$ cat src/rtl/seq_cla16_ctrl.sv
// Sequential adder: one 4-bit carry-lookahead slice is reused over NIBBLES passes,
// least-significant nibble first, to add or subtract two W-bit operands.
// Optional feature: define SEQ_CLA_OVF_EN to add the registered signed-overflow output ovf.
module seq_cla16_ctrl #(
    parameter int NIBBLES = 4
) (
    input  logic                   clk,
    input  logic                   rst,
    input  logic                   start,
    input  logic                   sub,
    input  logic [4*NIBBLES-1:0]   a,
    input  logic [4*NIBBLES-1:0]   b,
    input  logic                   cin,
    output logic                   busy,
    output logic                   done,
    output logic [4*NIBBLES-1:0]   sum,
`ifdef SEQ_CLA_OVF_EN
    output logic                   cout,
    output logic                   ovf
`else
    output logic                   cout
`endif
);

    localparam int W  = 4 * NIBBLES;
    localparam int CW = (NIBBLES > 1) ? $clog2(NIBBLES) : 1;
    localparam logic [CW-1:0] LastCnt = CW'(NIBBLES - 1);

    localparam logic [1:0] StIdle = 2'd0;
    localparam logic [1:0] StRun  = 2'd1;
    localparam logic [1:0] StDone = 2'd2;

    logic [1:0]    state_q, state_d;
    logic [CW-1:0] cnt_q, cnt_d;
    logic          carry_q, carry_d;
    logic [W-1:0]  a_q, a_d;
    logic [W-1:0]  b_q, b_d;
    logic [W-1:0]  sum_q, sum_d;
    logic          cout_q, cout_d;
    logic          done_q, done_d;
`ifdef SEQ_CLA_OVF_EN
    logic          ovf_q, ovf_d;
`endif

    // Slice signals; base is the bit offset of the nibble selected by cnt_q.
    logic [CW+1:0] base;
    logic [3:0]    nib_a, nib_b, g, p, c, s;
    logic          c4;

    // The single 4-bit carry-lookahead slice, fed from the current nibble.
    always_comb begin
        base  = {cnt_q, 2'b00};
        nib_a = a_q[base +: 4];
        nib_b = b_q[base +: 4];
        g     = nib_a & nib_b;
        p     = nib_a ^ nib_b;
        c[0]  = carry_q;
        c[1]  = g[0] | (p[0] & c[0]);
        c[2]  = g[1] | (p[1] & g[0]) | (p[1] & p[0] & c[0]);
        c[3]  = g[2] | (p[2] & g[1]) | (p[2] & p[1] & g[0]) | (p[2] & p[1] & p[0] & c[0]);
        c4    = g[3] | (p[3] & g[2]) | (p[3] & p[2] & g[1]) | (p[3] & p[2] & p[1] & g[0])
              | (p[3] & p[2] & p[1] & p[0] & c[0]);
        s     = p ^ c;
    end

    // Next-state logic for the IDLE/RUN/DONE controller and the datapath registers.
    always_comb begin
        state_d = state_q;
        cnt_d   = cnt_q;
        carry_d = carry_q;
        a_d     = a_q;
        b_d     = b_q;
        sum_d   = sum_q;
        cout_d  = cout_q;
        done_d  = 1'b0;
`ifdef SEQ_CLA_OVF_EN
        ovf_d   = ovf_q;
`endif
        case (state_q)
            StIdle: begin
                if (start) begin
                    a_d     = a;
                    // Subtraction is A + ~B + 1.
                    b_d     = b ^ {W{sub}};
                    carry_d = sub ? 1'b1 : cin;
                    cnt_d   = '0;
                    state_d = StRun;
                end
            end
            StRun: begin
                sum_d[base +: 4] = s;
                carry_d          = c4;
                if (cnt_q == LastCnt) begin
                    cout_d  = c4;
`ifdef SEQ_CLA_OVF_EN
                    ovf_d   = c[3] ^ c4;
`endif
                    cnt_d   = '0;
                    state_d = StDone;
                end else begin
                    cnt_d = cnt_q + 1'b1;
                end
            end
            StDone: begin
                // done is registered, so the pulse appears on the cycle after DONE.
                done_d  = 1'b1;
                state_d = StIdle;
            end
            default: state_d = StIdle;
        endcase
    end

    // State registers with synchronous active-high reset.
    always_ff @(posedge clk) begin
        if (rst) begin
            state_q <= StIdle;
            cnt_q   <= '0;
            carry_q <= 1'b0;
            a_q     <= '0;
            b_q     <= '0;
            sum_q   <= '0;
            cout_q  <= 1'b0;
            done_q  <= 1'b0;
`ifdef SEQ_CLA_OVF_EN
            ovf_q   <= 1'b0;
`endif
        end else begin
            state_q <= state_d;
            cnt_q   <= cnt_d;
            carry_q <= carry_d;
            a_q     <= a_d;
            b_q     <= b_d;
            sum_q   <= sum_d;
            cout_q  <= cout_d;
            done_q  <= done_d;
`ifdef SEQ_CLA_OVF_EN
            ovf_q   <= ovf_d;
`endif
        end
    end

    assign busy = (state_q != StIdle);
    assign done = done_q;
    assign sum  = sum_q;
    assign cout = cout_q;
`ifdef SEQ_CLA_OVF_EN
    assign ovf  = ovf_q;
`endif

endmodule

$ cat config.mk
export PLATFORM = sky130hd
export DESIGN_NAME = seq_cla16_ctrl
export DESIGN_NICKNAME = d
export VERILOG_FILES = /design/src/rtl/seq_cla16_ctrl.sv
export SDC_FILE = /design/constraint.sdc
export NUM_CORES = 1
export LEC_CHECK = 0
export CORE_AREA = 2 2 98 77
export CTS_CLUSTER_DIAMETER = 200
export DETAILED_ROUTE_END_ITERATION = 6
export DIE_AREA = 0 0 100 79
export PLACE_DENSITY = 0.62
export SETUP_SLACK_MARGIN = 0.1
export SLEW_MARGIN = 20
export SYNTH_ARGS = -nofsm -noshare
export SYNTH_HDL_FRONTEND = slang
export SYNTH_SLANG_ARGS = --single-unit
$ cat constraint.sdc
create_clock -name clk -period 2.89 [get_ports clk]
set_clock_uncertainty 0.05 [all_clocks]
set_input_delay 0.578 -clock clk [delete_from_list [all_inputs] [get_ports clk]]
set_output_delay 0.578 -clock clk [all_outputs]
set_load 0.03 [all_outputs]
# Yosys cells after proc, flatten, opt, wreduce, memory -nomap -nowiden

Cells that the tools add are included.

Register bits: 55
Bits of input ports: 37
Output and inout port bits: 19
Logic and storage cells: 67

Add/subtract/negate cells: 2
Eq/ne operators: 5
Shift-type cells: 4
Multiplexer cells: 11
Bitwise operators: 30
Reduce and logical (&&, ||, !) cells: 7

Operators with widths:

| kind                     | number |
|---|---|
| $shiftx A16 B5 Y4        | 2 |
| $and A1 B1 Y1            | 16 |
| $bwmux W16               | 1 |
| $shift A4 B6 Y16 const A | 1 |
| $shiftx A4 B6 Y16        | 1 |
| $xor A16 B16 Y16         | 1 |
| $or A1 B1 Y1             | 10 |
| $mux W2                  | 4 |
| $pmux W2 S2              | 2 |
| $reduce_and A2 Y1        | 4 |
| $xor A4 B4 Y4            | 2 |
| $neg A4 Y6               | 1 |
| $and A4 B4 Y4            | 1 |
| $eq A2 B2 Y1 const B     | 2 |
| $ne A2 B2 Y1 const B     | 2 |
| $reduce_bool A2 Y1       | 2 |
| $mux W1                  | 3 |
| $add A2 B1 Y2 const B    | 1 |
| $eq A2 B1 Y1 const B     | 1 |
| $logic_not A2 Y1         | 1 |
| $pmux W1 S2              | 1 |

# Longest topological paths before layout

Gate-level depths: netlist (run 1).

Depth in word-level cells: 9
Mapped depth: 7
Gate-level depth less buffers: 6

# Least setup slack after synthesis (run 1)

OpenSTA, ideal clock, no wires.

Path type: register to register
Start: register cnt_q[0]
End: register sum_q[7] (netlist: sum[7])
Setup time: 0.067 ns
Arrival time: 2.447 ns
Data required time: 2.773 ns
Slack: 0.326 ns
Cell stages (with the launch flop): 8
Buffers on the path: 1
Clock period less this slack: 2.564 ns
Path through: dfxtp_1 > buf_4 > mux4_2 > ha_1 > a211oi_1 > or3b_4 > a21o_4 > o21ai_2

Cells in the longest elaborated chain, start to end: 9
Elaborated cells between the ends (all ways): 24
Classes of those cells: add/sub: 1; shift: 4; mux: 1; bitwise: 18

Ends and longest elaborated chain:

| element                                                     | RTL line | text |
|---|---|---|
| start, declared                                             | 34       | `logic [CW-1:0] cnt_q, cnt_d;` |
| start signal, assigned                                      | 129      | `cnt_q <= cnt_d;` |
| $shiftx A16 B5 Y4, on equally long branches                 | 53, 54   |  |
| $xor A4 B4 Y4 or $and A4 B4 Y4 (tied branches)              | 56, 55   |  |
| $and A1 B1 Y1                                               | 60       | `c[3] = g[2] \| (p[2] & g[1]) \| (p[2] & p[1] & g[0]) \| (p[2] & p[1] & p[0] & c[0]);` |
| $or A1 B1 Y1 or $and A1 B1 Y1 (tied branches) (2 in series) | 60       |  |
| $or A1 B1 Y1                                                | 60       |  |
| $xor A4 B4 Y4                                               | 63       | `s = p ^ c;` |
| $shiftx A4 B6 Y16                                           | 91       | `sum_d[base +: 4] = s;` |
| $bwmux W16 (*)                                              | 91       |  |
| end signal, assigned                                        | 133      | `sum_q <= sum_d;` |
| end, declared                                               | 38       | `logic [W-1:0] sum_q, sum_d;` |

Every way passes the cells marked *; elsewhere a longest branch is shown, timed or not.
A chain may end at the register's enable or synchronous reset.

# Worst setup path after layout (run 1)

Start: register cnt_q[1]
End: register sum_q[3] (netlist: sum[3])

The elaborated chain is that of the path after synthesis.

==> results.yml, run 1 <==
power_and_ir_drop:
  max-vdd-ir-drop_uv: 232
  p_leak_nw: 1.22
  power_density_mw_per_mm2: 465
  report.power.total_mw: 1.58
timing:
  achievable-frequency_mhz: 406
  period_share: 0.852
  hold_violations: 0
  rsz0062_at_grt: "no"
  tightestPinTransition_ns: 0.777
  timing.max_slew.rel_slack: 0.482
  final_period_minus_worst_setup_slack_ns: 2.46
  totalNegativeSetupSlack_ns: 0
  final_max_slew_viol_count: 0
  hold-worst-slack_ns: 0.408
  timing.final.setup_violations: 0
global_routing:
  grt_util_met2: 0.218
  grt_use_met1: 0.223
  grt_overflow: 0
  grt_usage: 0.151
  number_of_antenna_violations_at_the_first_check_in_global_routing: 0
  first_global_vias: 1990
  grtUsageMet3: 0.0379
  maximum_number_of_pins_on_one_net_before_global_route_repair: 47
  wire_length_of_the_first_global_routing_pass_um: 9550
  global_route.peak_usage_layer: "met1"
clock_tree:
  ctsHtreeMaxLevel: 2
  cts_setup_buffers: 0
  tritoncts.num_buffers: 5
  clk_path_buf_depth: 2
  cts.reportedPaths.clkPinSlew_ns: 0.10
  clock_tree_from_tritoncts: "built"
  clk-insertion-delay-late_ns: 0.30
  cts_num_sinks: 55
  cts-root-buf: "sky130_fd_sc_hd__clkbuf_8"
yosys:
  yosysWarnings: 0
  synth_cells: 274
  seq_area_frac_synth: 0.409
  synth-edff-count: 0
  flop_and_latch_count_out_of_synthesis: 55
  area_of_the_mapped_netlist_mm2: 0.00270
  ys_types: 40
  synthFlopType: "sky130_fd_sc_hd__dfxtp_1"
  share_of_synthesized_flip_flops_with_an_asynchronous_set_or_reset: 0
  syn_avg_cell_area_um2: 9.84
  number_of_nets_produced_by_synthesis: 322
setup_path:
  rrSetupSlack_ns: 0.43
  reg2reg_from: "cnt_q[1]"
  worstReg2RegEnd: "sum[3]"
  critical_path_peak_fanout: 13
  worst_case_reg_to_reg_path_depth: 6
  critPathLaunchType: "flop"
  critical_path.endpoint_type: "flop"
  timing.critical_path.required_ns: 3.09
  cp_data_arrival_time_ns: 2.66
  crit_path_capture: "sum[3]"
  cp-startpoint: "cnt_q[1]"
  timing_worst_setup_path_type: "flop to flop"
placement:
  placed_area_mm2: 0.00330
  detailed_place_hpwl_um: 4170
  gpl.final_weighted_congestion: 0.817
  buffer_ports.inserted: 55
floorplanning:
  floorplan.initialDensity: 0.384
  placeableCoreArea_mm2: 0.00703
  floorplan.die.width_um: 100
  core.rowCount: 27
  fp.dieH_um: 79
  pin_count: 56
  die-area_mm2: 0.00790
drt:
  dr.pass1.iters: 5
  antenna_violating_nets_post_route: 0
  detail_route.drc_violations: 0
  wire_per_inst_um: 13.7
  detailroute.via_count: 2093
  drt-vias-per-instance: 5.09
  detailedRoute.firstIterationViolations: 94
  route.final.wire_length_um: 5630
hold_path:
  holdCritStartpoint: "a_q[3]"
  holdCritPathClass: "flop to flop"
cells_and_area:
  nNetsFinal: 372
  post_route_cells_drive_above_1_share: 0.145
  antenna_cells: 0
  synthToLayoutAreaGrowth_pct: 26.0
  layout.cell_area.non_filler_mm2: 0.00339
  fillers: 670
run:
  cap_viol_max_count: 0
status:
  run_status: "finished clean"
## cell type report
class / count / area [um2] / share of cell area
Clock buffer: 6 / 82.6 / 0.0243
Clock inverter: 1 / 8.76 / 0.00258
Inverter: 6 / 22.5 / 0.00663
Multi-Input combinational cell: 195 / 1470 / 0.432
Sequential cell: 55 / 1100 / 0.325
Tap cell: 87 / 109 / 0.0321
Timing Repair Buffer: 61 / 603 / 0.178
## kinds of logic (layout without fill, tap and decap cells)
family / after synthesis / count (layout) / share of synthesized area
AND/OR/NAND/NOR: 95 / 95 / 0.185
AO/OA/AOI/OAI: 63 / 63 / 0.179
flip-flops: 55 / 55 / 0.409
buffers and inverters: 24 / 74 / 0.0474
XOR/XNOR: 17 / 17 / 0.0552
adder cells (fa/ha/maj): 11 / 11 / 0.0539
multiplexers: 9 / 9 / 0.0706
## state kept, by name (all words and copies together) (netlist names)
register  cells
a_q          16
cnt_q         2
carry_q       1
done          1
sum          16
state_q       2
cout          1
b_q          16
## report_power, final
part	internal [mW]	switching (mW)
clock	0.193	0.242
combinational	0.157	0.162
sequential	0.796	0.0279
## layer usage
layer  vias to the layer above  wire, um
li1                       1055         -
met3                         8       304
met4                         0        57
met5                         -         0
met2                        54      2350
met1                       976      2920
## layout by cell type (no fill, tap or decap), types with 7 or more instances in the layout
cell                              count
sky130_fd_sc_hd__clkdlybuf4s50_1     54
sky130_fd_sc_hd__nand2_1             34
sky130_fd_sc_hd__ha_1                10
sky130_fd_sc_hd__nor2_1              37
sky130_fd_sc_hd__a211oi_1             7
sky130_fd_sc_hd__a22oi_1             10
sky130_fd_sc_hd__a21oi_1             22
sky130_fd_sc_hd__a211oi_2            10
sky130_fd_sc_hd__dfxtp_1             54
sky130_fd_sc_hd__mux4_2               8
sky130_fd_sc_hd__nand3b_1             7
sky130_fd_sc_hd__xnor2_1             16
## through the flow
stage          setup slack (ns)   util  cells
2_1_floorplan             0.326      -    274
3_3_place_gp              0.337  0.470    404
3_5_place_dp              0.266  0.470    404
4_1_cts                   0.237  0.483    411
5_1_grt                   0.297  0.483    411
6_report                  0.427  0.483    411
## critical path, stage by stage, from the launching register on
cell and delay, ns:
sky130_fd_sc_hd__dfxtp_1 0.70, sky130_fd_sc_hd__mux4_2 0.44, sky130_fd_sc_hd__ha_1 0.32, sky130_fd_sc_hd__a211oi_1 0.09
sky130_fd_sc_hd__or3b_4 0.44, sky130_fd_sc_hd__a21o_4 0.24, sky130_fd_sc_hd__o21ai_2 0.13
## synthesized netlist by cell type (all sizes together), types with 2 or more instances
| library cell | n | area (um2) |
|---|---|---|
| dfxtp | 55 | 1100 |
| nor2 | 38 | 145 |
| nand2 | 34 | 128 |
| a21oi | 22 | 110 |
| a211oi | 17 | 178 |
| xnor2 | 16 | 140 |
| buf | 12 | 82.6 |
| a22oi | 10 | 75.1 |
| ha | 10 | 125 |
| nand3b | 9 | 92.6 |
| mux4 | 8 | 180 |
| clkbuf | 6 | 22.5 |
| inv | 6 | 22.5 |
| o21ai | 5 | 40.0 |
| a32oi | 4 | 35.0 |
| nand2b | 3 | 18.8 |
| nor3 | 2 | 10.0 |
| nor4b | 2 | 38.8 |
| o21bai | 2 | 15.0 |
## timing repair
action                                 in CTS  in global routing
setup endpoints to repair                   0                  2
resized for setup                           0                  1
endpoints found under the hold margin       0                  0
hold buffers                                0                  0
## how the worst min path moves through the flow
| stage | slack, ns | cells after the start | endpoint |
|---|---|---|---|
| 2_1_floorplan | 0.38 | 2 | a_q[10] |
| 3_3_place_gp | 0.39 | 2 | a_q[3] |
| 3_5_place_dp | 0.40 | 2 | a_q[4] |
| 4_1_cts | 0.41 | 2 | a_q[4] |
| 5_1_grt | 0.43 | 2 | a_q[4] |
| 6_report | 0.41 | 2 | a_q[3] |
Note: power is estimated with default switching activity, not from simulation.
==> inputs of run 2 (changes only) <==
--- a/config.mk
+++ b/config.mk
@@ -6,6 +6,7 @@
 export NUM_CORES = 1
 export LEC_CHECK = 0
 export CORE_AREA = 2 2 98 77
+export CTS_BUF_LIST = sky130_fd_sc_hd__clkbuf_2 sky130_fd_sc_hd__clkbuf_4 sky130_fd_sc_hd__clkbuf_8
 export CTS_CLUSTER_DIAMETER = 200
 export DETAILED_ROUTE_END_ITERATION = 6
 export DIE_AREA = 0 0 100 79
==> constraint.sdc (replaced) <==
create_clock -name clk -period 2.89 [get_ports clk]
set_clock_uncertainty 0.05 [all_clocks]
set_input_delay 0.7225 -clock clk [delete_from_list [all_inputs] [get_ports clk]]
set_output_delay 0.7225 -clock clk [all_outputs]
set_load 0.03 [all_outputs]
==> run 2 against run 1 <==
Against the previous run:
- critical path depth is 1 higher
- setup slack worse by 0.0059 ns
- final cell count is 0.73% higher
- power is 2.7% higher
==> results.yml, run 2 (synthesized netlist as in run 1, its figures left out) <==
global_routing:
  grt_use_met1: 0.223
  maximum_number_of_pins_on_one_net_before_global_route_repair: 45
  number_of_antenna_violations_at_the_first_check_in_global_routing: 0
  wire_length_of_the_first_global_routing_pass_um: 9720
  grt_usage: 0.157
  grt_util_met2: 0.234
  first_global_vias: 1977
  global_route.peak_usage_layer: "met2"
  grt_overflow: 0
  grtUsageMet3: 0.0361
hold_path:
  holdCritPathClass: "flop to flop"
timing:
  rsz0062_at_grt: "no"
  final_period_minus_worst_setup_slack_ns: 2.47
  timing.final.setup_violations: 0
  tightestPinTransition_ns: 0.765
  final_max_slew_viol_count: 0
  timing.max_slew.rel_slack: 0.490
  achievable-frequency_mhz: 405
  period_share: 0.854
  totalNegativeSetupSlack_ns: 0
  hold_violations: 0
  hold-worst-slack_ns: 0.407
placement:
  buffer_ports.inserted: 55
  placed_cells: 406
  placed_area_mm2: 0.00333
  detailed_place_hpwl_um: 4240
  gpl.final_weighted_congestion: 0.738
cells_and_area:
  synthToLayoutAreaGrowth_pct: 27.4
  mostFrequentLayoutCell: "sky130_fd_sc_hd__dfxtp_1"
  fillers: 679
  nNetsFinal: 374
  final_cell_mix: "sky130_fd_sc_hd__dfxtp_1 (55), sky130_fd_sc_hd__clkdlybuf4s50_1 (54), sky130_fd_sc_hd__nor2_1 (37)"
  layout.cell_area.non_filler_mm2: 0.00343
  antenna_cells: 0
  final_cell_count_without_fillers: 414
  post_route_cells_drive_above_1_share: 0.150
setup_path:
  critPathLaunchType: "flop"
  timing_worst_setup_path_type: "flop to flop"
  cp_data_arrival_time_ns: 2.67
  critical_path_peak_fanout: 13
  timing.critical_path.required_ns: 3.09
  critical_path.endpoint_type: "flop"
power_and_ir_drop:
  p_leak_nw: 1.24
  power_density_mw_per_mm2: 472
  max-vdd-ir-drop_uv: 212
  report.power.total_mw: 1.62
clock_tree:
  holdBufCountCts: 0
  cts_setup_buffers: 0
  clk_path_buf_depth: 2
  cts.reportedPaths.clkPinSlew_ns: 0.10
  clock_tree_from_tritoncts: "built"
  clk-insertion-delay-late_ns: 0.30
  cts-root-buf: "sky130_fd_sc_hd__clkbuf_8"
  tritoncts.num_buffers: 5
  cts_num_sinks: 55
  postCtsResizedCells: 0
  ctsHtreeMaxLevel: 2
floorplanning:
  placeableCoreArea_mm2: 0.00703
  fp.dieH_um: 79
  core.rowCount: 27
  die-area_mm2: 0.00790
  floorplan.initialDensity: 0.384
  pin_count: 56
  floorplan.die.width_um: 100
drt:
  detailroute.via_count: 2052
  wire_per_inst_um: 13.9
  drt-vias-per-instance: 4.96
  detailedRoute.firstIterationViolations: 61
  dr.pass1.iters: 4
  antenna_violating_nets_post_route: 0
  route.final.wire_length_um: 5740
  detail_route.drc_violations: 0
run:
  cap_viol_max_count: 0
status:
  run_status: "finished clean"
==> run 2: cell count changes in the layout (fill, tap and decap cells not counted) <==
| cell | change |
|---|---|
| sky130_fd_sc_hd__dfxtp_1 | +1 |
| sky130_fd_sc_hd__buf_12 | +1 |
| sky130_fd_sc_hd__buf_4 | +1 |
| sky130_fd_sc_hd__clkbuf_8 | +1 |
| sky130_fd_sc_hd__dfxtp_2 | -1 |
| sky130_fd_sc_hd__clkbuf_4 | +1 |
| sky130_fd_sc_hd__inv_6 | -1 |
==> run 2: final timing paths <==
check             depth (start not counted)     start  slack (ns)  endpoint
hold reg to reg                           2    a_q[9]        0.41    a_q[9]
hold / removal                            2    a_q[9]        0.41    a_q[9]
setup / recovery                          7  cnt_q[0]        0.42    sum[7]
setup reg to reg                          7  cnt_q[0]        0.42    sum[7]
==> run 2: worst max-delay path: stages, from the launching register on <==
cell	delay, ns
sky130_fd_sc_hd__dfxtp_1	0.34
sky130_fd_sc_hd__buf_4	0.23
sky130_fd_sc_hd__mux4_2	0.57
sky130_fd_sc_hd__ha_1	0.32
sky130_fd_sc_hd__a211oi_1	0.09
sky130_fd_sc_hd__or3b_4	0.45
sky130_fd_sc_hd__a21o_4	0.25
sky130_fd_sc_hd__o21ai_2	0.12
==> run 2: stage by stage <==
step                      setup slack (ns)   util
final                                0.421  0.489
after global routing                 0.248  0.489
after CTS                            0.413  0.489
after detailed placement             0.437  0.474
after global placement               0.499  0.474
after floorplan                      0.326      -
==> run 2: cell type report <==
cell class              count  area [um2]  share of cell area
multi-input cells         195        1470               0.427
inverters                   6        22.5             0.00656
flip-flops and latches     55        1100               0.321
clock buffers               8         104              0.0302
well taps                  87         109              0.0317
repair buffers             63         631               0.184
==> run 2: layer usage <==
| metal | vias up | part of all wire |
|---|---|---|
| met2 | 40 | 0.43 |
| li1 | 1062 | - |
| met3 | 8 | 0.045 |
| met4 | 0 | 0.013 |
| met5 | - | 0 |
| met1 | 942 | 0.51 |
==> run 2: where the power goes <==
| part | total, mW | switching [mW] | internal (mW) | leakage [nW] |
|---|---|---|---|---|
| combinational | 0.329 | 0.168 | 0.161 | 0.734 |
| sequential | 0.820 | 0.0237 | 0.796 | 0.450 |
| clock | 0.473 | 0.244 | 0.229 | 0.0549 |
